===== src/rtl/traffic_pkg.sv =====
// Shared types for the highway/farm-road light controller: light encoding and
// the state enums of the two handshaking FSMs.
package traffic_pkg;

    typedef enum logic [1:0] {
        RED    = 2'b00,
        YELLOW = 2'b01,
        GREEN  = 2'b10
    } light_t;

    typedef enum logic [1:0] {
        HW_GREEN  = 2'b00,
        HW_YELLOW = 2'b01,
        HW_IDLE   = 2'b10
    } hw_state_t;

    typedef enum logic [1:0] {
        FW_IDLE   = 2'b00,
        FW_GREEN  = 2'b01,
        FW_YELLOW = 2'b10
    } fw_state_t;

endpackage


===== src/rtl/tl_timer.sv =====
// Shared interval timer: saturating up-counter with clear, plus short/long
// threshold compares on the registered count.
module tl_timer #(
    parameter int SHORT_CYCLES = 3,
    parameter int LONG_CYCLES  = 10
) (
    input  logic clk,
    input  logic reset,
    input  logic clr,
    output logic short_timeout,
    output logic long_timeout
);
    localparam int CW = $clog2(LONG_CYCLES + 1);

    logic [CW-1:0] count;

    always_ff @(posedge clk) begin
        if (reset || clr)
            count <= '0;
        else if (count != CW'(LONG_CYCLES))
            count <= count + CW'(1);
    end

    assign short_timeout = (count >= CW'(SHORT_CYCLES));
    assign long_timeout  = (count >= CW'(LONG_CYCLES));

endmodule


===== src/rtl/traffic_light_ctrl.sv =====
// Intersection controller: highway and farm-road FSMs hand the right of way
// to each other through one-cycle invoke pulses, sharing a single timer.
module traffic_light_ctrl
    import traffic_pkg::*;
#(
    parameter int SHORT_CYCLES = 3,
    parameter int LONG_CYCLES  = 10
) (
    input  logic       clk,
    input  logic       reset,
    input  logic       car_on_fw,
    output logic [1:0] hw_light,
    output logic [1:0] fw_light,
    output logic       short_timeout,
    output logic       long_timeout
);
    hw_state_t hw_state, hw_next;
    fw_state_t fw_state, fw_next;
    logic      invk_hw, invk_fw;
    logic      timer_hw_reset, timer_fw_reset;

    tl_timer #(
        .SHORT_CYCLES(SHORT_CYCLES),
        .LONG_CYCLES (LONG_CYCLES)
    ) u_timer (
        .clk          (clk),
        .reset        (reset),
        .clr          (timer_hw_reset | timer_fw_reset),
        .short_timeout(short_timeout),
        .long_timeout (long_timeout)
    );

    // Handover pulses derived straight from state so neither FSM depends on
    // the other's next-state logic (no combinational loop between them).
    assign timer_hw_reset = ((hw_state == HW_GREEN) && long_timeout && car_on_fw) ||
                            ((hw_state == HW_YELLOW) && short_timeout);
    assign invk_fw        = (hw_state == HW_YELLOW) && short_timeout;
    assign timer_fw_reset = ((fw_state == FW_GREEN) && (!car_on_fw || long_timeout)) ||
                            ((fw_state == FW_YELLOW) && short_timeout);
    assign invk_hw        = (fw_state == FW_YELLOW) && short_timeout;

    always_ff @(posedge clk) begin
        if (reset) begin
            hw_state <= HW_GREEN;
            fw_state <= FW_IDLE;
        end else begin
            hw_state <= hw_next;
            fw_state <= fw_next;
        end
    end

    always_comb begin
        hw_next = hw_state;
        unique case (hw_state)
            HW_GREEN:  if (long_timeout && car_on_fw) hw_next = HW_YELLOW;
            HW_YELLOW: if (short_timeout)             hw_next = HW_IDLE;
            HW_IDLE:   if (invk_hw)                   hw_next = HW_GREEN;
            default:                                  hw_next = HW_GREEN;
        endcase
    end

    always_comb begin
        fw_next = fw_state;
        unique case (fw_state)
            FW_IDLE:   if (invk_fw)                     fw_next = FW_GREEN;
            FW_GREEN:  if (!car_on_fw || long_timeout)  fw_next = FW_YELLOW;
            FW_YELLOW: if (short_timeout)               fw_next = FW_IDLE;
            default:                                    fw_next = FW_IDLE;
        endcase
    end

    always_comb begin
        hw_light = RED;
        fw_light = RED;
        case (hw_state)
            HW_GREEN:  hw_light = GREEN;
            HW_YELLOW: hw_light = YELLOW;
            default:   hw_light = RED;
        endcase
        case (fw_state)
            FW_GREEN:  fw_light = GREEN;
            FW_YELLOW: fw_light = YELLOW;
            default:   fw_light = RED;
        endcase
    end

endmodule


===== config.mk =====
export PLATFORM = sky130hd
export DESIGN_NAME = traffic_light_ctrl
export DESIGN_NICKNAME = d
export VERILOG_FILES = /design/src/rtl/traffic_pkg.sv /design/src/rtl/tl_timer.sv /design/src/rtl/traffic_light_ctrl.sv
export SDC_FILE = /design/constraint.sdc
export NUM_CORES = 1
export LEC_CHECK = 0
export CORE_AREA = 2 2 39 41
export CTS_CLUSTER_DIAMETER = 50
export DETAILED_ROUTE_END_ITERATION = 16
export DIE_AREA = 0 0 41 43
export PLACE_DENSITY_LB_ADDON = 0.3
export REMOVE_ABC_BUFFERS = 1
export SYNTH_ARGS = -nofsm -noshare
export SYNTH_HDL_FRONTEND = slang
export SYNTH_SLANG_ARGS = --single-unit

===== constraint.sdc =====
create_clock -name clk -period 1.62 [get_ports clk]
set_clock_uncertainty 0.2 [all_clocks]
set_input_delay 0.324 -clock clk [delete_from_list [all_inputs] [get_ports clk]]
set_output_delay 0.324 -clock clk [all_outputs]
set_load 0.01 [all_outputs]

# After elaboration in Yosys (flattened, before gate mapping)
# Cells that the tools add are included.
dict set report op_classes {
  n_addsub 1
  n_mul 0
  n_div 0
  n_lt_le_gt_ge 2
  n_eq_ne 11
  shift 0
  mux 10
  n_bitwise 1
  reduce_logical 15
}
# cell n
set op_table {}
lappend op_table {{2-bit two-way mux} 6}
lappend op_table {{2-bit one-hot mux with 3 select lines} 2}
lappend op_table {{2-bit != test (second input constant)} 4}
lappend op_table {{2-bit one-hot mux with 2 select lines} 2}
lappend op_table {{1-bit logical AND} 6}
lappend op_table {{3-bit AND reduction} 2}
lappend op_table {{4-bit by 1-bit adder with 4-bit output (second input constant)} 1}
lappend op_table {{2-bit by 1-bit == test with 1-bit output (second input constant)} 2}
lappend op_table {{2-bit == test (second input constant)} 2}
lappend op_table {{4-bit by 2-bit >= comparator with 1-bit output (second input constant)} 1}
lappend op_table {{4-bit >= comparator (second input constant)} 1}
lappend op_table {{2-bit zero test} 2}
lappend op_table {{1-bit logical OR} 4}
lappend op_table {{2-bit by 1-bit != test with 1-bit output (second input constant)} 2}
lappend op_table {{4-bit != test (second input constant)} 1}
lappend op_table {{1-bit zero test} 1}
lappend op_table {{1-bit OR} 1}
dict set report totals {
  regBits 8
  latch_bits 0
  ram_bits 0
  rom_bits 0
  in_bits 3
  output_inout_bits 6
  wordCells 43
  memories 0
}

# Longest topological paths before layout
# Gate-level depths: netlist (run 1).
dict set report depth {
  ltp_word 6
  depth_mapped 5
  mapped_depth_nobuf 5
}

# Modules after synthesis
# A second synthesis (run 1) with hierarchy kept.
dict set report hier_totals {
  hier_cells 46
  area_unflattened_um2 444.2
}
# module n_inst cells_per_inst area_each_um2 seq_area_each_um2
set modules_own_cells {}
lappend modules_own_cells {tl_timer 1 21 224.0 80.1}
lappend modules_own_cells {traffic_light_ctrl 1 25 220.2 80.1}

# Worst setup path after synthesis (run 1)
# No wires, ideal clock.
dict set report synth_timing {
  path_type {register -> register}
  startpoint {reg u_timer.count[0]}
  endpoint {reg u_timer.count[2]}
  setup_time_ps 103
  arrival_time_ps 1444
  t_required_ps 1317
  slack_ps -128
  path_stages_with_launch 6
  n_path_buf 0
  synth_period_minus_slack_ps 1748
  cell_sequence {dfxtp_1 > inv_1 > ha_1 > o31a_1 > o22a_2 > a2111oi_2}
}
dict set report synth_between {
  elab_chain_cells 6
  elab_cells_between_ends 14
  classes_between {add/sub (1); order compare (2); eq/ne (1); bitwise (1); reduce/logical (9)}
}
# item line
set synth_lines {}
lappend synth_lines {{start: declaration} tl_timer.sv:15} ;# logic [CW-1:0] count;
lappend synth_lines {{start signal: assignment} tl_timer.sv:21} ;# count <= count + CW'(1);
lappend synth_lines {{4-bit >= comparator (*)} tl_timer.sv:25} ;# assign long_timeout = (count >= CW'(LONG_CYCLES));
lappend synth_lines {{net long_timeout} traffic_light_ctrl.sv:15} ;# output logic long_timeout
lappend synth_lines {{1-bit logical AND / 1-bit logical OR (equally long branches)} {traffic_light_ctrl.sv:35, traffic_light_ctrl.sv:38}}
lappend synth_lines {{1-bit logical AND (on tied branches)} {traffic_light_ctrl.sv:35, traffic_light_ctrl.sv:38}}
lappend synth_lines {{1-bit logical OR (on tied branches)} {traffic_light_ctrl.sv:35, traffic_light_ctrl.sv:38}}
lappend synth_lines {{1-bit OR (*)} traffic_light_ctrl.sv:28} ;# .clr (timer_hw_reset | timer_fw_reset),
lappend synth_lines {{1-bit logical OR (*)} tl_timer.sv:18} ;# if (reset || clr)
# Mark *: on every way through the listed nets, which the timed path passes. The rest lies on a longest branch.
# A chain may end at the register's enable or synchronous reset.

# Worst setup path in the final report (run 1)
dict set report layout_timing {
  startpoint {reg u_timer.count[0]}
  endpoint {out short_timeout}
}
dict set report layout_between {
  elab_chain_cells 1
}
# item line
set layout_lines {}
lappend layout_lines {{4-bit by 2-bit >= comparator with 1-bit output} tl_timer.sv:24} ;# assign short_timeout = (count >= CW'(SHORT_CYCLES));
lappend layout_lines {{end: declaration} traffic_light_ctrl.sv:14} ;# output logic short_timeout,
# No other way between the ends.

==> flow_summary.yaml, run 1 <==
detailed_routing:
  ant_nets: 0
  drc: 0
  routed_via_density: 4.86
  drt_iter0_drc: 8
  via_count: 481
  wl_per_cell_um: 13.2
  wl_mm: 1.30
  dr.pass1.iters: 2
timing:
  maxSlewViolCount: 0
  rsz0062_at_grt: "true"
  period_minus_slack_ps: 1750
  finalHoldViolCount: 0
  setup_ws_ps: -132
  tightest_slew_ps: 453
  clock.fmax_ghz: 0.571
  min_period_over_period: 1.08
  max_slew_margin: 0.697
  setup_violations: 4
synthesis:
  ys_seq_area_frac: 0.362
  yosysTopAreaCell: "dfxtp_1"
  avgSynthCellArea_um2: 8.52
  syn-cell-area_um2: 443
  synth_edf_count: 0
  synth_seq_cells: 8
  synth_top_area_share: 0.362
  synth_top_cells_by_area: "dfxtp_1 (36%), ha_1 (5.6%), inv_1 (5.1%)"
  synth-main-ff-cell: "dfxtp_1"
  yosysUniqueCellTypes: 25
  synth_cells: 52
  ys_async_sr_fraction: 0
  yosys_warnings: 0
pwr:
  p_int_uw: 340
  power.leakage_uw: 0.000353
  ir_drop_uv: 473
  power_frac_comb: 0.207
  power_switching_uw: 125
  p_per_area_nw_per_um2: 547
  p_seq_frac: 0.448
  power_uw: 464
  switching_share: 0.268
  pwr-share-clk: 0.345
final_layout:
  final-seq-area_um2: 168
  multi_input_area_um2: 383
  fillCellCount: 124
  final_cell_mix: "buf_4 (21), inv_1 (5), nand2_1 (4), dfxtp_1 (4)"
  drive_gt1_frac: 0.578
  num_antenna_cells: 0
  final_common_cell: "buf_4"
  num-nets-final: 90
  syn_to_final_growth_pct: 91.8
  fin_cells: 99
global_routing:
  first_global_vias: 457
  antenna_found_initial: 0
  grt_usage: 0.163
  overflow: 0
  grt_first_pass_wirelength_mm: 1.81
  grt_max_degree: 6
setup_path:
  required_ps: 1100
  critical_path_buf_inv_count: 3
  end_kind: "output port"
  cp.arrival_ps: 1230
  max_stage_delay_ps: 320
  path_cells: "buf_4 -> ha_4 -> nor3_4 -> inv_2 -> buf_6"
  critPathKind: "reg -> out"
  critical_path.top_delay_family: "flip-flops"
  critPathSlowestCell: "dfxtp_2"
  critPathLaunchType: "register"
  cp_max_fo: 2
hold_path:
  hold_path_class: "reg -> reg"
floorplanning:
  die_h_um: 43
  io_pins: 9
  core_um2: 1380
  fp.dieArea_um2: 1760
  rows: 14
  die_w_um: 41
  initial_core_util: 0.320
outcome:
  status: "finished, violations left"
  violations: "setup timing"
clock_tree:
  clkLatencyLatePin_ps: 260
  clk_pin_slew_ps: 50
  tritoncts: "done"
  cts_buffers: 3
  clock-root-buffer: "clkbuf_4"
  cts_hold_buf: 0
  clockBufferDepth: 2
  htreeDepth: 1
  cts_sinks: 8
job:
  maxCapViolCount: 0
place:
  dp.cells: 92
  dp_slack_ps: -246
  numPortBuffers: 8
  dp_hpwl_um: 819
  gp_congestion: 0.726
-- logic make-up after synthesis --
| kind of cell | synth area share |
|---|---|
| buf+inv | 0.0763 |
| fa+ha+maj | 0.0565 |
| xor+xnor | 0.0396 |
| flops | 0.362 |
| compound gates | 0.175 |
| mux | 0.0226 |
| simple gates | 0.268 |
-- through the flow --
step | TNS (ps) | area, um2 | hold WS [ps] | utilization
detailed placement | -1350 | 667 | 249 | 0.482
CTS | -285 | 781 | 310 | 0.564
floorplan | -387 | 432 | 193 | -
global placement | -1220 | 667 | 229 | 0.482
global route | -638 | 850 | 274 | 0.614
finish | -345 | 850 | 258 | 0.614
-- cells in the mapped netlist, types with 2 or more instances --
library cell  n
nor3_1        3
ha_1          2
inv_1         6
nor4_1        3
nand3b_1      2
a21oi_1       3
nand2b_1      2
o21ai_0       2
nor2b_1       3
dfxtp_1       8
nand2_1       4
-- area by class of cell --
class	instances	area share
inverter	6	0.0265
clock buffer	3	0.0265
tap	16	0.0236
sequential	8	0.197
timing repair buffer	30	0.275
multi-input combinational	36	0.451
-- power by group through the flow --
| stage | Combinational [uW] | Clock [uW] | Sequential [uW] |
|---|---|---|---|
| floorplan | 22.6 | 0 | 210 |
| global placement | 57.4 | 0 | 210 |
| detailed placement | 57.9 | 0 | 210 |
| CTS | 76.8 | 163 | 207 |
| global route | 105 | 177 | 208 |
| finish | 96.4 | 160 | 208 |
-- state kept, by name, indices dropped and copies added (netlist names) --
name and cells:
u_timer.count 4, hw_state 2, fw_state 2
-- per-layer routing --
layer  vias to the layer above  track usage  wire, um
met5                         -            0         0
li1                        244            -         -
met4                         0       0.0600        12
met2                         6        0.278       794
met1                       228        0.148       439
met3                         3       0.0942        56
-- worst reg2reg max path: cells and delay by family (launching register included) --
family / cells / cell delay (ps)
AO/OA/AOI/OAI: 3 / 690
flip-flops: 1 / 330
buffers and inverters: 2 / 190
adder cells (fa/ha/maj): 1 / 160
-- what timing repair did --
action	CTS	global route
pin swaps	5	1
setup endpoints to repair	10	12
setup buffers	4	0
gates resized for setup	27	20
-- worst paths after layout --
check | start | end | slack [ps] | depth (start not counted)
worst max register to register | u_timer.count[0] | u_timer.count[2] | -50 | 6
worst min-delay path | fw_state[1] | fw_state[0] | 260 | 1
worst min register to register | fw_state[1] | fw_state[0] | 260 | 1
worst max-delay path | u_timer.count[0] | short_timeout | -130 | 5
No activity file was read; power rests on OpenSTA's default activity.
==> run 2, diff against run 1 <==
--- a/config.mk
+++ b/config.mk
@@ -5,6 +5,7 @@
 export SDC_FILE = /design/constraint.sdc
 export NUM_CORES = 1
 export LEC_CHECK = 0
+export ABC_CLOCK_PERIOD_IN_PS = 1620
 export CORE_AREA = 2 2 39 41
 export CTS_CLUSTER_DIAMETER = 50
 export DETAILED_ROUTE_END_ITERATION = 16
==> results of run 2 <==
No change in the layout: final DEF, timing and power equal those of run 1.
